## src/rtl/lemming_pkg.sv

```systemverilog
// ============================================================================
// lemming_pkg : shared state encoding and terrain geometry for lemming_world
// Revision    : 1.0
// ============================================================================
`default_nettype none

package lemming_pkg;

  localparam int COLS  = 16;
  localparam int COL_W = $clog2(COLS);

  typedef enum logic [0:0] {
    ST_IDLE = 1'b0,
    ST_RUN  = 1'b1
  } state_e;

endpackage

`default_nettype wire

```

## src/rtl/lemming_terrain.sv

```systemverilog
// ============================================================================
// lemming_terrain : floor bitmap with load, clear-one and refill-all updates
// Revision        : 1.0
// ============================================================================
`default_nettype none

module lemming_terrain #(
  parameter int COLS  = 16,
  parameter int IDX_W = 4
) (
  input  logic             clk,
  input  logic             areset_n,
  input  logic             load_i,
  input  logic [COLS-1:0]  load_val_i,
  input  logic             fill_i,
  input  logic             clr_i,
  input  logic [IDX_W-1:0] clr_idx_i,
  input  logic [IDX_W-1:0] rd_idx_i,
  output logic             rd_bit_o
);

  logic [COLS-1:0] floor_q;
  logic [COLS-1:0] floor_d;

  always_comb begin
    floor_d = floor_q;
    if (load_i) begin
      floor_d = load_val_i;
    end else if (fill_i) begin
      floor_d = '1;
    end else if (clr_i) begin
      floor_d[clr_idx_i] = 1'b0;
    end
  end

  always_ff @(posedge clk or negedge areset_n) begin
    if (!areset_n) begin
      floor_q <= '1;
    end else begin
      floor_q <= floor_d;
    end
  end

  assign rd_bit_o = floor_q[rd_idx_i];

endmodule

`default_nettype wire

```

## src/rtl/lemming_world.sv

```systemverilog
// ============================================================================
// lemming_world : terrain/physics around a lemming FSM (walk, fall, dig, bump)
// Optional protocol checker output err enabled by LEMMING_WORLD_CHECK_EN.
// Revision      : 1.0
// ============================================================================
`default_nettype none

module lemming_world #(
  parameter int COLS     = 16,
  parameter int FALL_LEN = 3,
  parameter int DIG_LEN  = 2
) (
  input  logic                          clk,
  input  logic                          areset_n,
  input  logic                          map_load,
  input  logic [COLS-1:0]               map_floor,
  input  logic [lemming_pkg::COL_W-1:0] start_col,
  input  logic                          walk_left,
  input  logic                          walk_right,
  input  logic                          aaah,
  input  logic                          digging,
  output logic                          ground,
  output logic                          bump_left,
  output logic                          bump_right,
  output logic [lemming_pkg::COL_W-1:0] col,
  output logic [3:0]                    depth
`ifdef LEMMING_WORLD_CHECK_EN
  ,
  output logic                          err
`endif
);

  import lemming_pkg::*;

  localparam logic [COL_W-1:0] LAST_COL = COL_W'(COLS - 1);
  localparam logic [3:0]       FALL_M1  = 4'(FALL_LEN - 1);
  localparam logic [3:0]       DIG_M1   = 4'(DIG_LEN - 1);

  state_e           state_q, state_d;
  logic [COL_W-1:0] col_q, col_d;
  logic [3:0]       depth_q, depth_d;
  logic [3:0]       fall_q, fall_d;
  logic [3:0]       dig_q, dig_d;

  logic run;
  logic floor_bit;
  logic fill;
  logic clr;

  assign run = (state_q == ST_RUN);

  lemming_terrain #(
    .COLS  (COLS),
    .IDX_W (COL_W)
  ) u_terrain (
    .clk        (clk),
    .areset_n   (areset_n),
    .load_i     (map_load),
    .load_val_i (map_floor),
    .fill_i     (fill),
    .clr_i      (clr),
    .clr_idx_i  (col_q),
    .rd_idx_i   (col_q),
    .rd_bit_o   (floor_bit)
  );

  assign ground     = run ? floor_bit : 1'b1;
  assign bump_left  = run & walk_left  & (col_q == '0);
  assign bump_right = run & walk_right & (col_q == LAST_COL);
  assign col        = col_q;
  assign depth      = depth_q;

  always_comb begin
    state_d = state_q;
    col_d   = col_q;
    depth_d = depth_q;
    fall_d  = fall_q;
    dig_d   = dig_q;
    fill    = 1'b0;
    clr     = 1'b0;
    if (map_load) begin
      state_d = ST_RUN;
      col_d   = start_col;
      depth_d = 4'd0;
      fall_d  = 4'd0;
      dig_d   = 4'd0;
    end else if (run) begin
      if (!floor_bit) begin
        // Falling: the last low cycle lands on a fresh, fully solid level.
        dig_d = 4'd0;
        if (fall_q == FALL_M1) begin
          fill   = 1'b1;
          fall_d = 4'd0;
          if (depth_q != 4'hF) begin
            depth_d = depth_q + 4'd1;
          end
        end else begin
          fall_d = fall_q + 4'd1;
        end
      end else if (digging) begin
        if (dig_q == DIG_M1) begin
          clr   = 1'b1;
          dig_d = 4'd0;
        end else begin
          dig_d = dig_q + 4'd1;
        end
      end else begin
        dig_d = 4'd0;
        if (walk_left && !walk_right && col_q != '0) begin
          col_d = col_q - 1'b1;
        end else if (walk_right && !walk_left && col_q != LAST_COL) begin
          col_d = col_q + 1'b1;
        end
      end
    end
  end

  always_ff @(posedge clk or negedge areset_n) begin
    if (!areset_n) begin
      state_q <= ST_IDLE;
      col_q   <= '0;
      depth_q <= 4'd0;
      fall_q  <= 4'd0;
      dig_q   <= 4'd0;
    end else begin
      state_q <= state_d;
      col_q   <= col_d;
      depth_q <= depth_d;
      fall_q  <= fall_d;
      dig_q   <= dig_d;
    end
  end

`ifdef LEMMING_WORLD_CHECK_EN
  logic err_q;
  logic ground_prev_q;
  logic multi_hot;

  assign multi_hot = (walk_left  & walk_right) | (walk_left  & aaah) |
                     (walk_left  & digging)    | (walk_right & aaah) |
                     (walk_right & digging)    | (aaah       & digging);

  // ground_prev_q tracks ground on the previous RUN cycle to detect a false aaah.
  always_ff @(posedge clk or negedge areset_n) begin
    if (!areset_n) begin
      err_q         <= 1'b0;
      ground_prev_q <= 1'b0;
    end else if (map_load) begin
      err_q         <= 1'b0;
      ground_prev_q <= 1'b0;
    end else if (run) begin
      if (multi_hot || (aaah && ground && ground_prev_q)) begin
        err_q <= 1'b1;
      end
      ground_prev_q <= ground;
    end
  end

  assign err = err_q;
`else
  logic unused_aaah;
  assign unused_aaah = aaah;
`endif

endmodule

`default_nettype wire

```

## config.mk

```make
export PLATFORM = sky130hd
export DESIGN_NAME = lemming_world
export DESIGN_NICKNAME = d
export VERILOG_FILES = /design/src/rtl/lemming_pkg.sv /design/src/rtl/lemming_terrain.sv /design/src/rtl/lemming_world.sv
export SDC_FILE = /design/constraint.sdc
export NUM_CORES = 1
export LEC_CHECK = 0
export BUFFER_PORTS_ARGS = -buffer_cell sky130_fd_sc_hd__buf_2
export CORE_MARGIN = 2
export CORE_UTILIZATION = 35
export DETAILED_ROUTE_END_ITERATION = 16
export PLACE_DENSITY = 0.53
export SLEW_MARGIN = 5
export SYNTH_ARGS = -nofsm -noshare
export SYNTH_HDL_FRONTEND = slang
export SYNTH_SLANG_ARGS = --single-unit
```

## constraint.sdc

```tcl
create_clock -name clk -period 5.8 [get_ports clk]
set_input_delay 0.58 -clock clk [delete_from_list [all_inputs] [get_ports clk]]
set_output_delay 0.58 -clock clk [all_outputs]
set_load 0.02 [all_outputs]
```

==> flow_metrics.env, run 1 <==
export IMPL_status="finished, final reports clean"
export IMPL_syn_area_per_cell_um2=9.91
export IMPL_cts_buffers=5
export IMPL_synth_common_cells="19 x a31oi_1, 17 x dfrtp_1, 16 x dfstp_2, 16 x nor2_1, 14 x nor2b_1"
export IMPL_multi_input_area_um2=1120
export IMPL_start_kind="flip-flop"
export IMPL_floorplan_initialDensity_pct=36.8
export IMPL_routedWlPerCell_um=16.2
export IMPL_antenna_found_initial=0
export IMPL_ys_async_sr_fraction_pct=100
export IMPL_max_vdd_ir_drop_mv=0.112
export IMPL_yosysUniqueCellTypes=43
export IMPL_die_area_um2=6490
export IMPL_synth_edf_count=0
export IMPL_ant_nets=0
export IMPL_layout_drive_gt1_share_pct=31.3
export IMPL_timing_slew_headroom_pct=20.6
export IMPL_crit_fanout=15
export IMPL_drtIter0Drc=99
export IMPL_cts_clk_slew_worst_paths_ns=0.07
export IMPL_totalPowerFinal_mw=0.720
export IMPL_rsz0062_at_grt="false"
export IMPL_synth_top_area_share_pct=20.7
export IMPL_syn_cell_area_um2=2050
export IMPL_totalWireLength_um=5060
export IMPL_postCtsHoldBufs=0
export IMPL_placed_cell_area_um2=2270
export IMPL_cts_root_buf="clkbuf_8"
export IMPL_min_period_ns=3.33
export IMPL_cp_arrival_ns=2.75
export IMPL_setup_worst_path_class="flip-flop to primary output"
export IMPL_tightestPinTransition_ns=1.19
export IMPL_port_buffers=36
export IMPL_crit_path_end_kind="primary output"
export IMPL_cts_resized=0
export IMPL_coreArea_um2=5570
export IMPL_fp_row_count=27
export IMPL_n_antenna_cell=0
export IMPL_vias=1721
export IMPL_power_density_nw_per_um2=304
export IMPL_synth_top_family_by_area="simple AND/OR/NAND/NOR gates"
export IMPL_leakagePower_nw=1.03
export IMPL_first_global_vias=1693
export IMPL_fin_skew_ns=0.00200
export IMPL_cp_startpoint="col[0]"
export IMPL_hold_class="primary input to asynchronous set/reset pin"
export IMPL_ys_seq_elements=33
export IMPL_ios=38
export IMPL_fin_nets=272
export IMPL_period_share_pct=57.5
export IMPL_hpwl_um=3440
export IMPL_syn2layout_area_growth_pct=15.5
export IMPL_clkSinkCount=33
export IMPL_grt_overflow=0
export IMPL_synth_compound_area_share_pct=18.8
export IMPL_synthSimpleGateAreaFrac_pct=19.0
export IMPL_drc=0
export IMPL_die_h_um=80.5
export IMPL_cts_setup_buffers=0
export IMPL_cts_tree="built"
export IMPL_worst_hold_slack_ns=0.362
export IMPL_htree_num_levels=2
export IMPL_finalSetupTns_ns=0
export IMPL_muxShareOfSynthArea_pct=12.2
export IMPL_grt_pass1_wl_um=8460
export IMPL_die_x_um=80.5
export IMPL_fillers=579
export IMPL_synth_fa_ha_area_share_pct=3.66
export IMPL_fin_area_um2=2370
export IMPL_clkLatencyLatePin_ns=0.28
export IMPL_synth_most_common_cell="a31oi_1"
export IMPL_yosysSeqAreaShare_pct=41.2
export IMPL_setup_viol=0
export IMPL_drt_first_pass_iters=4
export IMPL_max_clock_freq_mhz=300
export IMPL_synthXorXnorAreaFrac_pct=0.854
export IMPL_cp_required_ns=5.22
export IMPL_r2r_start="col[0]"
export IMPL_synth_area_leaders="dfrtp_1 21%, dfstp_2 21%, a31oi_1 5.8%"
export IMPL_synthFlopType="dfrtp_1"
export IMPL_yosys_area_top_type="dfrtp_1"
export IMPL_synth_warnings=0
export IMPL_track_usage_pct=17.0
export IMPL_drv_slew=0
export IMPL_cap_violations=0
export IMPL_syn_nets=240
export IMPL_viasPerCell=5.52
export IMPL_cpMaxStageDelayCell="dfrtp_1"
export IMPL_synthCells=207
export IMPL_seqCellArea_um2=846
export IMPL_grt_max_degree=49
export IMPL_cts_max_path_buffers=2
export IMPL_gp_congestion=0.734
export IMPL_worstPathCellList="mux4_1, a22o_1, nor3_2, inv_1, buf_2"
export IMPL_timing_hold_violations_final=0
export IMPL_critPathMaxStageDelay_ns=0.71
export IMPL_final_core_util_pct=42.5
## report_power, final
| part | leakage, nW | switching (mW) | total, mW | internal, mW |
|---|---|---|---|---|
| registers | 0.389 | 0.0353 | 0.314 | 0.279 |
| clock network | 0.0542 | 0.0870 | 0.194 | 0.107 |
| logic | 0.582 | 0.120 | 0.211 | 0.0914 |
| total | 1.03 | 0.242 | 0.720 | 0.478 |
## sequential cells by signal (all words and copies together), names as in the netlist
register	flops
col	4
u_terrain.floor_q	16
run	1
dig_q	4
depth	4
fall_q	4
## critical path: cells and delay by family (launching register included)
kind	cells	cell delay (ns)
DFF	1	0.71
muxes	1	0.64
AOI/OAI and AO/OA	1	0.25
and+or+nand+nor	1	0.60
buffers and inverters	2	0.26
## final cells by class
class,count,share of cell area (%)
Multi-Input combinational cell,155,47.2
Sequential cell,33,35.7
Timing Repair Buffer,37,7.92
Clock buffer,7,4.07
Tap cell,72,3.80
Inverter,7,1.11
Clock inverter,1,0.211
## logic make-up after synthesis
group                    count (synthesis)
AO/OA/AOI/OAI                           59
XOR/XNOR                                 2
adder cells (fa/ha/maj)                  6
buffers and inverters                   19
flip-flops                              33
multiplexers                            18
AND/OR/NAND/NOR                         70
## layer usage
metal,vias to the layer above,wire [um],global-route usage [%]
li1,838,-,-
met5,-,0,0
met2,23,2350,26.1
met1,853,2480,23.9
met3,7,167,3.37
met4,0,65,5.93
## cells in the final DEF (no fill, tap or decap), types with 4 or more instances in the layout
cell      instances
a31oi_1          19
a21oi_1          13
clkbuf_8          7
and3_1            4
o21ai_0           7
ha_1              6
a221oi_1          8
mux2i_1           4
buf_2            36
nor2_1           16
nor2b_1          14
mux2_2           10
dfstp_2          16
nand2b_1          6
nand2_1           8
dfrtp_1          17
inv_1             7
## final timing paths
kind | end | slack [ns] | cells after the start
max in group asynchronous | fall_q[2] | 4.95 | 1
min reg2reg | dig_q[2] | 0.53 | 1
min | dig_q[0] | 0.36 | 1
max | ground | 2.47 | 5
min in group clk | col[0] | 0.50 | 2
max reg2reg | depth[3] | 2.88 | 5
## stage by stage
step | instances | setup WS [ns]
2_1_floorplan | 207 | 3.20
3_5_place_dp | 304 | 2.36
3_3_place_gp | 304 | 2.30
4_1_cts | 312 | 2.45
5_1_grt | 312 | 2.23
6_report | 312 | 2.47
No activity file was read; power rests on OpenSTA's default activity.
==> run 2: changes to the inputs <==
ABC_AREA = 1   (was not set)
PLACE_DENSITY = 0.54   (was 0.53)
clock period = 2.95 ns   (was 5.8 ns; I/O delays follow)
==> run 2 against run 1 <==
Effect of this change: clock power rose by 68%; utilization fell by 2.6 points; sequential power rose by 140%; sequential share of layout area fell by 4.3 points; clock-buffer cell count rose by 1; power rose to 2.8 times the previous value; area after synthesis rose by 19%; largest cell class unchanged; largest power group is now combinational logic; highest routed layer unchanged.
==> flow_metrics.env, run 2 <==
export IMPL_status="finished, final reports clean"
export IMPL_worstPathCellList="inv_2, nand2_1, nand2_1, nand2_1, nand2_1, nand2_1, nand2_2, nor2_4, nand2_2, buf_2"
export IMPL_dr_wl_met2_um=2630
export IMPL_cts_resized=0
export IMPL_mostFrequentLayoutCell="nand2_1"
export IMPL_postCtsHoldBufs=0
export IMPL_rrSetupSlack_ns=0.71
export IMPL_port_buffers=36
export IMPL_hold_class="primary input to asynchronous set/reset pin"
export IMPL_seqCellArea_um2=846
export IMPL_syn2layout_area_growth_pct=10.9
export IMPL_cts_clk_slew_worst_paths_ns=0.06
export IMPL_timing_hold_violations_final=0
export IMPL_r2r_cells=12
export IMPL_setup_viol=0
export IMPL_grt_overflow=0
export IMPL_first_global_vias=2093
export IMPL_n_antenna_cell=0
export IMPL_ant_nets=0
export IMPL_synth_area_leaders="dfrtp_1 17%, dfstp_2 17%, nand2_1 17%"
export IMPL_yosys_area_top_type="dfrtp_1"
export IMPL_crit_top_cell="nand2_1"
export IMPL_yosysSeqAreaShare_pct=34.8
export IMPL_finalSetupTns_ns=0
export IMPL_yosysUniqueCellTypes=32
export IMPL_regMostFlops="u_terrain.floor_q"
export IMPL_syn_nets=371
export IMPL_vias=2214
export IMPL_synth_edf_count=0
export IMPL_cts_setup_buffers=0
export IMPL_die_h_um=87.3
export IMPL_min_period_ns=2.45
export IMPL_start_kind="flip-flop"
export IMPL_grt_max_degree=58
export IMPL_gp_congestion=0.810
export IMPL_synthFlopType="dfrtp_1"
export IMPL_fillers=740
export IMPL_max_clock_freq_mhz=408
export IMPL_grt_pass1_wl_um=9990
export IMPL_synth_warnings=0
export IMPL_cap_violations=0
export IMPL_die_area_um2=7630
export IMPL_largest_reg_flops=16
export IMPL_timing_slew_headroom_pct=50.8
export IMPL_syn_area_per_cell_um2=7.19
export IMPL_cpMaxStageDelayCell="dfrtp_1"
export IMPL_drv_slew=0
export IMPL_synth_most_common_cell="nand2_1"
export IMPL_crit_fanout=15
export IMPL_floorplan_initialDensity_pct=36.0
export IMPL_synth_top_area_share_pct=17.5
export IMPL_cts_tree="built"
export IMPL_max_vdd_ir_drop_mv=0.238
export IMPL_mostFrequentLayoutCells="111 x nand2_1, 47 x nand3_1, 36 x buf_2"
export IMPL_rsz0062_at_grt="false"
export IMPL_htree_num_levels=2
export IMPL_routedWlPerCell_um=12.9
export IMPL_totalWireLength_um=5760
export IMPL_cp_required_ns=2.65
export IMPL_r2r_start="col[0]"
export IMPL_layout_drive_gt1_share_pct=24.7
export IMPL_ys_async_sr_fraction_pct=100
export IMPL_fin_skew_ns=0.00484
export IMPL_multi_input_area_um2=1390
export IMPL_period_share_pct=83.1
export IMPL_cts_max_path_buffers=2
export IMPL_reg2reg_to="u_terrain.floor_q[9]"
export IMPL_fp_row_count=30
export IMPL_final_core_util_pct=39.9
export IMPL_coreArea_um2=6760
export IMPL_top_layer_used="met4"
export IMPL_crit_path_end_kind="primary output"
export IMPL_synth_common_cells="111 x nand2_1, 47 x nand3_1, 19 x inv_1"
export IMPL_critPathMaxStageDelay_ns=0.72
export IMPL_ys_seq_elements=33
export IMPL_cp_arrival_ns=2.16
export IMPL_drtIter0Drc=122
export IMPL_setup_worst_path_class="flip-flop to primary output"
export IMPL_track_usage_pct=16.5
export IMPL_antenna_found_initial=0
export IMPL_tightestPinTransition_ns=0.737
export IMPL_fin_nets=400
export IMPL_drt_first_pass_iters=4
export IMPL_clkSinkCount=33
export IMPL_cts_root_buf="clkbuf_8"
export IMPL_synthCells=338
export IMPL_clkLatencyLatePin_ns=0.29
export IMPL_ios=38
export IMPL_viasPerCell=4.94
export IMPL_wl_met3_um=177
export IMPL_hpwl_um=4010
export IMPL_power_density_nw_per_um2=745
export IMPL_wl_met1_um=2870
export IMPL_die_x_um=87.3
export IMPL_drc=0
export IMPL_cts_buffers=5
export IMPL_syn_cell_area_um2=2430
export IMPL_leakagePower_nw=1.39
## run 2: cell count changes after synthesis, sizes merged, moves of 6 or more
| cell | change |
|---|---|
| mux2 | -10 |
| a31oi | -19 |
| clkbuf | -6 |
| nand2 | +111 |
| nand4 | +16 |
| or2 | +16 |
| inv | +16 |
| nand2b | -6 |
| a21oi | -12 |
| nor2b | -14 |
| a21boi | +15 |
| nand3 | +45 |
| buf | +9 |
| a221oi | -8 |
## run 2: worst max-delay path: cells and delay by family, from the launching register on
family | cells | cell delay (ns)
buf+inv | 2 | 0.40
flops | 1 | 0.72
simple gates | 8 | 0.75
## run 2: final cells by class
type,count,area share [%]
multi-input cells,266,51.6
well taps,80,3.71
inverters,24,3.34
flip-flops and latches,33,31.4
repair buffers,37,6.96
clock buffers,8,2.97
## run 2: worst max path at each step
stage	from	endpoint	slack, ns	cells after the start
final	col[0]	ground	0.50	10
after global routing	col[0]	ground	0.35	10
after detailed placement	col[0]	u_terrain.floor_q[9]	0.73	12
after floorplan	col[0]	col[2]	1.18	14
after global placement	col[0]	u_terrain.floor_q[5]	0.73	12
after CTS	col[0]	ground	0.50	10
## run 2: cells by family (layout without fill, tap and decap cells)
family / after synthesis / in the layout / share of synthesized area (%)
AO/OA/AOI/OAI: 29 / 29 / 7.87
XOR/XNOR: 8 / 8 / 2.88
adder cells (fa/ha/maj): 6 / 6 / 3.09
buffers and inverters: 39 / 69 / 7.93
flip-flops: 33 / 33 / 34.8
multiplexers: 1 / 1 / 0.412
AND/OR/NAND/NOR: 222 / 222 / 43.0
## run 2: per-layer routing
metal / up-vias / global-route usage [%]
met2: 32 / 26.4
met5: - / 0
met1: 1012 / 22.9
met3: 6 / 2.84
li1: 1164 / -
met4: 0 / 5.03
## run 2: per-stage QoR
| stage | cell area, um^2 | worst slack (ns) | hold slack, ns | instances | total power [mW] |
|---|---|---|---|---|---|
| floorplan | 2430 | 1.18 | -0.000591 | 338 | 1.50 |
| global placement | 2620 | 0.726 | 0.427 | 440 | 1.69 |
| detailed placement | 2620 | 0.726 | 0.416 | 440 | 1.70 |
| CTS | 2700 | 0.498 | 0.106 | 448 | 2.04 |
| global route | 2700 | 0.346 | 0.135 | 448 | 2.21 |
| finish | 2700 | 0.499 | 0.0679 | 448 | 2.01 |
## run 2: power breakdown
part	internal, mW	switching (mW)
clock	0.167	0.159
combinational	0.318	0.625
sequential	0.603	0.137
total	1.09	0.920
==> run 3: changes to the inputs <==
clock period = 2 ns   (was 2.95 ns; I/O delays follow)
==> run 3 against run 2 <==
Effect of this change: the run now ends with hold timing left; via count is 1.8% higher; clock skew shrank 0.0017 ns; critical path depth unchanged; critical path type unchanged; critical endpoint unchanged.
==> flow_metrics.env, run 3 (synthesized netlist as in run 2, its figures left out) <==
export IMPL_status="finished with violations"
export IMPL_failed_checks="hold timing"
export IMPL_grt_overflow=0
export IMPL_coreArea_um2=6760
export IMPL_drtIter0Drc=123
export IMPL_gp_congestion=0.805
export IMPL_fin_nets=415
export IMPL_hpwl_um=4050
export IMPL_cts_max_path_buffers=2
export IMPL_comb_power_share_pct=51.1
export IMPL_floorplan_initialDensity_pct=36.0
export IMPL_dp_cells=449
export IMPL_port_buffers=36
export IMPL_first_global_vias=2141
export IMPL_ant_nets=0
export IMPL_power_share_switching_pct=44.1
export IMPL_tightestPinTransition_ns=0.739
export IMPL_p_clk_share_pct=17.0
export IMPL_placed_cell_area_um2=2700
export IMPL_crit_top_cell="nand2_1"
export IMPL_largest_reg_flops=16
export IMPL_htree_num_levels=2
export IMPL_timing_slew_headroom_pct=50.7
export IMPL_rrSetupSlack_ns=0.16
export IMPL_grt_max_degree=58
export IMPL_max_clock_freq_mhz=531
export IMPL_worstPathCellList="buf_4, nand2_1, nand2_1, nand2_1, nand2_1, nand2_1, nand2_2, nor2_4, nand2_4, buf_6"
export IMPL_timing_hold_violations_final=17
export IMPL_cp_required_ns=1.80
export IMPL_start_kind="flip-flop"
export IMPL_syn2layout_area_growth_pct=18.1
export IMPL_path_delay_family="simple AND/OR/NAND/NOR gates"
export IMPL_p_switching_mw=1.46
export IMPL_path_buf_inv=2
export IMPL_viasPerCell=4.87
export IMPL_final_cells=463
export IMPL_crit_fanout=6
export IMPL_period_share_pct=94.2
export IMPL_fin_area_um2=2870
export IMPL_p_int_mw=1.86
export IMPL_cap_violations=0
export IMPL_drv_slew=0
export IMPL_routedWlPerCell_um=13.0
export IMPL_totalWireLength_um=6010
export IMPL_cts_clk_slew_worst_paths_ns=0.07
export IMPL_clkSinkCount=33
export IMPL_critPathMaxStageDelay_ns=0.46
export IMPL_leakagePower_nw=1.48
export IMPL_cts_root_buf="clkbuf_8"
export IMPL_worst_hold_slack_ns=-0.0260
export IMPL_mostFrequentLayoutCell="nand2_1"
export IMPL_clkLatencyLatePin_ns=0.28
export IMPL_cpMaxStageDelayCell="dfrtp_2"
export IMPL_rsz0062_at_grt="false"
export IMPL_cts_buffers=5
export IMPL_regMostFlops="u_terrain.floor_q"
export IMPL_antenna_found_initial=0
export IMPL_final_core_util_pct=42.5
export IMPL_cts_tree="built"
export IMPL_fin_skew_ns=0.00313
export IMPL_fp_row_count=30
export IMPL_finalSetupTns_ns=0
export IMPL_die_h_um=87.3
export IMPL_power_density_nw_per_um2=1160
export IMPL_setup_viol=0
export IMPL_vias=2253
export IMPL_min_period_ns=1.88
export IMPL_drc=0
export IMPL_cp_arrival_ns=1.68
export IMPL_track_usage_pct=16.0
export IMPL_drt_first_pass_iters=4
export IMPL_setup_worst_path_class="flip-flop to primary output"
export IMPL_n_antenna_cell=0
export IMPL_p_seq_share_pct=32.0
export IMPL_die_area_um2=7630
export IMPL_layout_drive_gt1_share_pct=29.0
export IMPL_totalPowerFinal_mw=3.32
export IMPL_crit_path_end_kind="primary output"
export IMPL_grt_pass1_wl_um=9800
export IMPL_ios=38
export IMPL_hold_class="primary input to asynchronous set/reset pin"
export IMPL_die_x_um=87.3
export IMPL_max_vdd_ir_drop_mv=0.343
export IMPL_mostFrequentLayoutCells="111 x nand2_1, 46 x nand3_1, 35 x buf_2"
## run 3: cell count changes in the layout (fill, tap and decap cells not counted), sizes merged
cell / change
buf: +14
clkbuf: -1
clkinv: +1
nand3: +1
## run 3: worst paths after layout
| path | start | to | depth (start not counted) |
|---|---|---|---|
| max | col[0] | ground | 10 |
| min | areset_n | fall_q[1] | 1 |
| max reg2reg | col[0] | u_terrain.floor_q[4] | 13 |
| min reg2reg | u_terrain.floor_q[5] | u_terrain.floor_q[5] | 2 |
| max in group asynchronous | areset_n | col[0] | 1 |
| min in group clk | map_floor[6] | u_terrain.floor_q[6] | 4 |
## run 3: per-stage QoR
stage / setup WS (ns) / hold WS, ns
after CTS: 0.0339 / 0.00312
after floorplan: 0.233 / -0.0956
after global placement: 0.114 / 0.316
after detailed placement: 0.109 / 0.311
after global routing: 0.00437 / 0.0262
final: 0.117 / -0.0260
## run 3: final cells by class
| class | instances | area (um^2) |
|---|---|---|
| fill | 743 | 3890 |
| multi-input combinational | 267 | 1420 |
| sequential | 33 | 847 |
| timing repair buffer | 51 | 312 |
| tap | 80 | 100 |
| clock buffer | 7 | 96.3 |
| inverter | 24 | 90.1 |
| clock inverter | 1 | 5.00 |
## run 3: what timing repair did
item                                    in CTS  in global routing
gates cloned                                 0                  1
endpoints found under the setup margin       1                 20
gates resized for setup                      1                  5
endpoints found under the hold margin        0                  0
buffers inserted                             0                  5
hold buffers                                 0                  0
pin swaps                                    0                  2
## run 3: power by group through the flow
stage | Sequential [mW] | Combinational, mW | Clock, mW
after floorplan | 1.07 | 1.14 | 0
after global placement | 1.07 | 1.50 | 0
after detailed placement | 1.07 | 1.51 | 0
after CTS | 1.06 | 1.52 | 0.574
after global routing | 1.09 | 1.91 | 0.608
final | 1.06 | 1.69 | 0.563
## run 3: metal layers
layer  vias up  routed length, um  track usage, %  part of all wire [%]
met4         0                 69            5.03                   1.1
met5         -                  0               0                     0
met2        38               2720            24.9                    45
met3         6                157            2.56                   2.6
met1      1012               3060            22.7                    51
li1       1197                  -               -                     -
